### config.mk
export PLATFORM = sky130hd
export DESIGN_NAME = sevenseg_scan_mux
export DESIGN_NICKNAME = d
export VERILOG_FILES = /design/src/rtl/sevenseg_scan_mux.sv
export SDC_FILE = /design/constraint.sdc
export NUM_CORES = 1
export LEC_CHECK = 0
export CORE_ASPECT_RATIO = 0.5
export CORE_UTILIZATION = 55
export CTS_CLUSTER_SIZE = 8
export DETAILED_ROUTE_END_ITERATION = 10
export PLACE_DENSITY_LB_ADDON = 0.15
export SYNTH_ARGS = -nofsm -noshare
export SYNTH_HDL_FRONTEND = slang
export SYNTH_SLANG_ARGS = --single-unit
export TNS_END_PERCENT = 100
### constraint.sdc
create_clock -name clk -period 4.3 [get_ports clk]
set_clock_uncertainty 0.1 [all_clocks]
set_input_delay 0.86 -clock clk [delete_from_list [all_inputs] [get_ports clk]]
set_output_delay 0.86 -clock clk [all_outputs]
set_load 0.01 [all_outputs]
### src/rtl/sevenseg_scan_mux.sv
// N-digit time-multiplexed 7-segment driver with blanking gaps, PWM dimming,
// leading-zero suppression and frame-latched inputs. Segments/anodes active-low.
module sevenseg_scan_mux #(
  parameter int NUM_DIGITS  = 4,
  parameter int DIGIT_TICKS = 125,
  parameter int BLANK_TICKS = 4,
  parameter int BRIGHT_W    = 4
) (
  input  logic                    clk,
  input  logic                    rst,
  input  logic                    en,
  input  logic [4*NUM_DIGITS-1:0] digits,
  input  logic [NUM_DIGITS-1:0]   dp,
  input  logic [NUM_DIGITS-1:0]   blank_mask,
  input  logic                    lz_suppress,
  input  logic [BRIGHT_W-1:0]     brightness,
  output logic [7:0]              seg,
  output logic [NUM_DIGITS-1:0]   an,
  output logic                    frame_start
);

  localparam int IDX_W  = (NUM_DIGITS > 1) ? $clog2(NUM_DIGITS) : 1;
  localparam int TICK_W = $clog2(DIGIT_TICKS + BLANK_TICKS + 1);
  localparam logic [IDX_W-1:0]  MSD        = IDX_W'(NUM_DIGITS - 1);
  localparam logic [TICK_W-1:0] LAST_ON    = TICK_W'(DIGIT_TICKS - 1);
  localparam logic [TICK_W-1:0] LAST_BLANK = TICK_W'(BLANK_TICKS - 1);

  typedef enum logic [1:0] {IDLE, BLANK, ON} state_t;

  state_t                  state, state_n;
  logic [IDX_W-1:0]        idx, idx_n;
  logic [TICK_W-1:0]       tick, tick_n;
  logic [BRIGHT_W-1:0]     pwm, pwm_n;

  logic [4*NUM_DIGITS-1:0] dig_l, dig_n;
  logic [NUM_DIGITS-1:0]   dp_l, dp_n;
  logic [NUM_DIGITS-1:0]   mask_l, mask_n;
  logic                    lz_l, lz_n;
  logic [BRIGHT_W-1:0]     bri_l, bri_n;

  logic [7:0]              seg_n;
  logic [NUM_DIGITS-1:0]   an_n;
  logic                    fs_n;
  logic                    latch;
  logic                    suppressed;

  function automatic logic [6:0] hex7(input logic [3:0] n);
    case (n)
      4'h0: hex7 = 7'h40;
      4'h1: hex7 = 7'h79;
      4'h2: hex7 = 7'h24;
      4'h3: hex7 = 7'h30;
      4'h4: hex7 = 7'h19;
      4'h5: hex7 = 7'h12;
      4'h6: hex7 = 7'h02;
      4'h7: hex7 = 7'h78;
      4'h8: hex7 = 7'h00;
      4'h9: hex7 = 7'h10;
      4'hA: hex7 = 7'h08;
      4'hB: hex7 = 7'h03;
      4'hC: hex7 = 7'h46;
      4'hD: hex7 = 7'h21;
      4'hE: hex7 = 7'h06;
      default: hex7 = 7'h0E;
    endcase
  endfunction

  always_ff @(posedge clk or negedge rst) begin
    if (!rst) begin
      state       <= IDLE;
      idx         <= MSD;
      tick        <= '0;
      pwm         <= '0;
      dig_l       <= '0;
      dp_l        <= '0;
      mask_l      <= '0;
      lz_l        <= 1'b0;
      bri_l       <= '0;
      seg         <= 8'hFF;
      an          <= '1;
      frame_start <= 1'b0;
    end else begin
      state       <= state_n;
      idx         <= idx_n;
      tick        <= tick_n;
      pwm         <= pwm_n;
      dig_l       <= dig_n;
      dp_l        <= dp_n;
      mask_l      <= mask_n;
      lz_l        <= lz_n;
      bri_l       <= bri_n;
      seg         <= seg_n;
      an          <= an_n;
      frame_start <= fs_n;
    end
  end

  // Sequencing: IDLE -> (BLANK -> ON) per digit, MSD first; relatch after digit 0.
  always_comb begin
    state_n = state;
    idx_n   = idx;
    tick_n  = tick;
    pwm_n   = pwm;
    latch   = 1'b0;
    case (state)
      IDLE: begin
        if (en) begin
          latch   = 1'b1;
          state_n = BLANK;
          idx_n   = MSD;
          tick_n  = '0;
          pwm_n   = '0;
        end
      end
      BLANK: begin
        if (!en) begin
          state_n = IDLE;
          idx_n   = MSD;
          tick_n  = '0;
          pwm_n   = '0;
        end else if (tick == LAST_BLANK) begin
          state_n = ON;
          tick_n  = '0;
          pwm_n   = '0;
        end else begin
          tick_n = tick + TICK_W'(1);
        end
      end
      ON: begin
        if (!en) begin
          state_n = IDLE;
          idx_n   = MSD;
          tick_n  = '0;
          pwm_n   = '0;
        end else begin
          pwm_n = pwm + BRIGHT_W'(1);
          if (tick == LAST_ON) begin
            tick_n  = '0;
            state_n = BLANK;
            if (idx == '0) begin
              latch = 1'b1;
              idx_n = MSD;
            end else begin
              idx_n = idx - IDX_W'(1);
            end
          end else begin
            tick_n = tick + TICK_W'(1);
          end
        end
      end
      default: begin
        state_n = IDLE;
        idx_n   = MSD;
        tick_n  = '0;
        pwm_n   = '0;
      end
    endcase
  end

  // Frame registers and registered outputs are derived from the next-cycle state,
  // so seg/an line up exactly with the state they belong to.
  always_comb begin
    dig_n  = latch ? digits      : dig_l;
    dp_n   = latch ? dp          : dp_l;
    mask_n = latch ? blank_mask  : mask_l;
    lz_n   = latch ? lz_suppress : lz_l;
    bri_n  = latch ? brightness  : bri_l;
    fs_n   = latch;
    seg_n  = 8'hFF;
    an_n   = '1;

    suppressed = lz_n && (idx_n != '0);
    for (int i = 0; i < NUM_DIGITS; i++) begin
      if (i >= int'(idx_n) && dig_n[4*i +: 4] != 4'd0) suppressed = 1'b0;
    end

    if (state_n == ON && !mask_n[idx_n]) begin
      if (pwm_n < bri_n) an_n[idx_n] = 1'b0;
      seg_n = {~dp_n[idx_n], suppressed ? 7'h7F : hex7(dig_n[4*idx_n +: 4])};
    end
  end

endmodule

* Word-level counts from Yosys, hierarchy flattened
Memories as Yosys holds them, arrays and structs flattened. Index checks and enable logic that the tools add are counted.
Storage, ports and cells: register bits after elaboration 58, bits in read-only memories 112, input bits 32, output and inout bits 13, logic and storage cells 92, memories kept 1
Memories:
- (no name shown) | words 16, width 7, read ports 1, clocked after memory_dff 0, write ports 0, line 48 | case (n)
Cells by class: add/subtract/negate cells 3, order comparisons 6, eq/ne operators 6, shift operators 1, mux-type cells 47, bitwise operators 2, reduce and logical (&&, ||, !) cells 14
Operators with widths (number):
- 2-to-1 mux 8 bit | 6
- 2-to-1 mux 4 bit | 9
- case mux 8 bit (3 select lines) | 1
- 2-to-1 mux 2 bit | 10
- 2-to-1 mux 16 bit | 1
- nonzero test 4 bit | 4
- indexed part select 16 x 5 -> 4 bit | 1
- 2-to-1 mux 1 bit | 12
- case mux 2 bit (3 select lines) | 2
- case mux 4 bit (3 select lines) | 1
- adder 8 x 1 -> 8 bit (second input constant) | 1
- equality test 8 x 2 -> 1 bit (second input constant) | 1
- equality test 8 x 7 -> 1 bit (second input constant) | 1
- 2-to-1 mux 7 bit | 1
- logical AND 1 bit | 6
- adder 4 x 1 -> 4 bit (second input constant) | 1
- binary-select mux 1 bit (select 2 bit) | 2
- equality test 2 bit (second input constant) | 2
- greater-or-equal comparator 1 x 2 -> 1 bit (first input constant) | 2
- zero test 2 bit | 2
- < comparator 4 bit | 1
- inverter 4 bit | 1
- < comparator 2 x 3 -> 1 bit (second input constant) | 1
- demux 1 bit (select 2 bit) | 1
- 9 further kinds | 9

* Logic depth before layout (Yosys ltp)
word-level depth 14, mapped depth 15

* Least setup slack after synthesis
No wires, ideal clock.
path type input-to-reg, start in en, end reg seg[6], setup time 79 ps, data arrival time 3294 ps, slack 828 ps, stages 12, path buffers 2, path through buf_2 -> nand3_1 -> o31ai_4 -> buf_8 -> mux2_2 -> mux2_2 -> mux2i_1 -> inv_1 -> ha_1 -> mux2i_1 -> o22a_1 -> nand2_1
Between the ends: elaborated cells on any way between the ends 39, those cells by class 3 x order compare; 1 x eq/ne; 1 x shift; 22 x mux; 11 x reduce/logical; 1 x memory
RTL lines:
- from (decl) | line 11 | input logic en,
- 2-to-1 mux 1 bit, on equally long branches | line 130, 107
- case mux 1 bit (2 select lines) * | line 105 | case (state)
- 2-to-1 mux 16 bit * | line 163 | dig_n = latch ? digits : dig_l;
- via dig_n[9] | line 35 | logic [4*NUM_DIGITS-1:0] dig_l, dig_n;
- parallel branches: the longest is 4 deep, another holds memory read (16 x 7 bit)
- 2-to-1 mux 7 bit * | line 179 | seg_n = {~dp_n[idx_n], suppressed ? 7'h7F : hex7(dig_n[4*idx_n +: 4])};
- 2-to-1 mux 8 bit * | line 177 | if (state_n == ON && !mask_n[idx_n]) begin
- via seg_n[6] | line 41 | logic [7:0] seg_n;
- to (signal assigned) | line 92 | seg <= seg_n;
- to (decl) | line 17 | output logic [7:0] seg,
Mark *: on every way through the listed nets, which the timed path passes. The select of a mux whose other input is x is not followed. A chain may end at the register's enable or synchronous reset.

* Final worst setup path
start in en, end reg seg[4]
The elaborated chain is that of the path after synthesis.

==> metrics.txt <==
CTS Hold Buffers Added=0; worst stage delay on the critical path=680 ps; DRT Pass-1 Iters=7; Max Fclk=0.255 GHz; synth cell count leaders=44 x dfrtp_1, 41 x nand2_1, 32 x mux2i_1; # DRC=1; max_cap viols=0; Setup TNS=0 ps; Setup crit end kind=register; Async S/R FF share, synth=100%; gpl congestion=0.892; Final Cycle Share=91.3%; Hold Fails Final Rpt=0; 1st-iter DRT viols=154; dpl hpwl=4900 µm; Mapped Nets=374; largest net degree at the start of global routing=59; CP Data Arrival Time=4080 ps; pin slew with the least headroom to its limit=815 ps; Resize count post-CTS=0; DR vias/cell=5.59; Die Y=57.0 µm; post-synthesis sequential element count=58; initial antenna violation count=0; Post-synth EDFFs=0; clock sink total=58; CTS tree=yes; synthesized cell area=0.00332 mm²; worst min path class=reg2reg; area delta synth->final=24.9%; Util after Layout=73.3%; Die Wd=112 µm; grt ovf=0; Max transition margin=45.7%; Final setup viols=0; antenna-violating nets left=0; drt wl/cell=15.3 µm; Die ar.=0.00637 mm²; Overall Global Routing Usage=24.7%; clock latency on the worst-skew pair=330 ps; Starting Density=58.7%; worst reg2reg setup slack=460 ps; htree depth=3; final slew viol count=0; clk root buf=clkbuf_16; clock slew at reported path FFs=50 ps; CP max stage cell=o31ai_4; WP data required=4450 ps; Layout Nets=425; top area cells in the synthesized netlist=dfrtp_1 33%, dfstp_2 11%, mux2i_1 9.6%; Crit Path Max Fanout=14; worst path bufs/invs=2; cell with the most instances after synthesis=dfrtp_1; failing checks=DRC; vias in the first global route=2570; cell taking the most area after synthesis=dfrtp_1; Seq/Total Area, Yosys=44.2%; pwr/cell area=687 mW/mm²; # diodes=0; Mapped Cells=325; Max Root-Sink Buffers=2; cts bufs inserted=9; Primary FF master, synth=dfrtp_1; synth unique cells=57; I/O pins=45; status=complete, but fails checks; Port Buffers=44; share of the synthesized area in the top cell type=33.1%; unrepaired setup endpoints after global routing=no; row count=19; ratio of cells with drive above 1 in the final layout=15.7%; Total Wirelength=6950 µm; Crit path max-delay family=multiplexers; CP Cell Sequence=clkdlybuf4s50_1 -> nand3_1 -> o31ai_4 -> mux2_2 -> mux2_2 -> mux2i_1 -> inv_1 -> ha_1 -> nor2b_1 -> o21ai_0 -> o211ai_2; Yosys warning count=0; critical path class=in2reg; Core ar.=0.00566 mm²; Syn Area/Cell=10.2 µm²; startpoint types=primary input; via count=2536; maximum VDD drop=0.000471 V; most used cell, CP=mux2_2; first-pass GRT wire length=12000 µm; min Tclk post-route=3930 ps; Post-CTS Setup Inserts=0; P_leak=1.92 nW
[routing by layer]
layer,vias up,routed length [µm],share of wire [%],track usage (%)
met5,-,0,0,0
met4,0,128,1.8,7.53
met3,14,325,4.7,10.1
met2,50,3260,47,39.7
met1,1238,3230,46,31.0
li1,1234,-,-,-
[worst paths after layout]
kind / depth (start not counted) / endpoint / startpoint
min in group asynchronous: 2 / tick[6]$_DFFE_PN0P_ / rst
setup / recovery: 11 / seg[4]$_DFF_PN1_ / en
max in group asynchronous: 2 / dig_l[2]$_DFF_PN0_ / rst
setup reg to reg: 12 / seg[4]$_DFF_PN1_ / tick[0]$_DFFE_PN0P_
hold / removal: 2 / dp_l[3]$_DFF_PN0_ / dp_l[3]$_DFF_PN0_
hold reg to reg: 2 / dp_l[3]$_DFF_PN0_ / dp_l[3]$_DFF_PN0_
[placed cells by master (no fill, tap or decap), types with 4 or more instances in the layout]
master,synthesis,final
a21oi_1,9,9
buf_4,0,11
clkbuf_16,0,9
clkdlybuf4s50_1,0,43
dfrtp_1,44,44
dfstp_2,14,14
ha_1,17,17
inv_1,30,30
mux2_2,8,8
mux2i_1,32,32
nand2_1,41,41
nand2b_1,5,5
nand3_1,8,8
nand4_1,5,5
nor2_1,15,15
nor2b_1,6,6
nor3_1,4,4
nor4_1,4,4
o21ai_0,18,18
xnor2_1,4,4
[area by class of cell]
class / count / area [µm²]
clock buffer: 14 / 274
timing repair buffer: 55 / 518
clock inverter: 2 / 35.0
fill: 433 / 1510
inverter: 31 / 116
sequential: 58 / 1470
tap: 73 / 91.3
multi-input combinational: 221 / 1650
[cell families (layout without fill, tap and decap cells)]
logic type               count (synthesis)  in the layout  share of synthesized area [%]
multiplexers                            41             41                           13.0
flip-flops                              58             58                           44.2
AND/OR/NAND/NOR                         96             96                           14.3
AO/OA/AOI/OAI                           60             60                           14.0
XOR/XNOR                                 7              7                           1.85
adder cells (fa/ha/maj)                 17             17                           6.40
buffers and inverters                   46            102                           6.25
[per-stage QoR]
stage	hold WS, ps	cells	setup slack, ps	area [µm²]	power, mW
floorplan	333	325	828	3320	1.79
global placement	347	438	148	3840	2.05
detailed placement	354	438	23.4	3840	2.11
CTS	365	454	381	4150	2.87
global route	390	454	157	4150	3.05
finish	362	454	373	4150	2.85
[tightest hold or removal path: cells and delay by family, from the launching register on]
family / cells / cell delay [ps]
and+or+nand+nor: 2 / 120
DFF: 1 / 310
[where the power goes]
group | switching, mW | internal, mW | leakage (nW) | total [mW]
Sequential | 0.0694 | 0.711 | 0.697 | 0.780
Combinational | 0.766 | 0.567 | 1.07 | 1.33
Clock | 0.241 | 0.494 | 0.153 | 0.735
Total | 1.08 | 1.77 | 1.92 | 2.85
[state kept, by name (all words and copies together), names as in the netlist, 4 cells and up]
name and cells:
bri_l 4, an 4, seg 8, dp_l 4, pwm 4, mask_l 4
dig_l 16, tick 8
No activity file was read; power rests on OpenSTA's default activity.
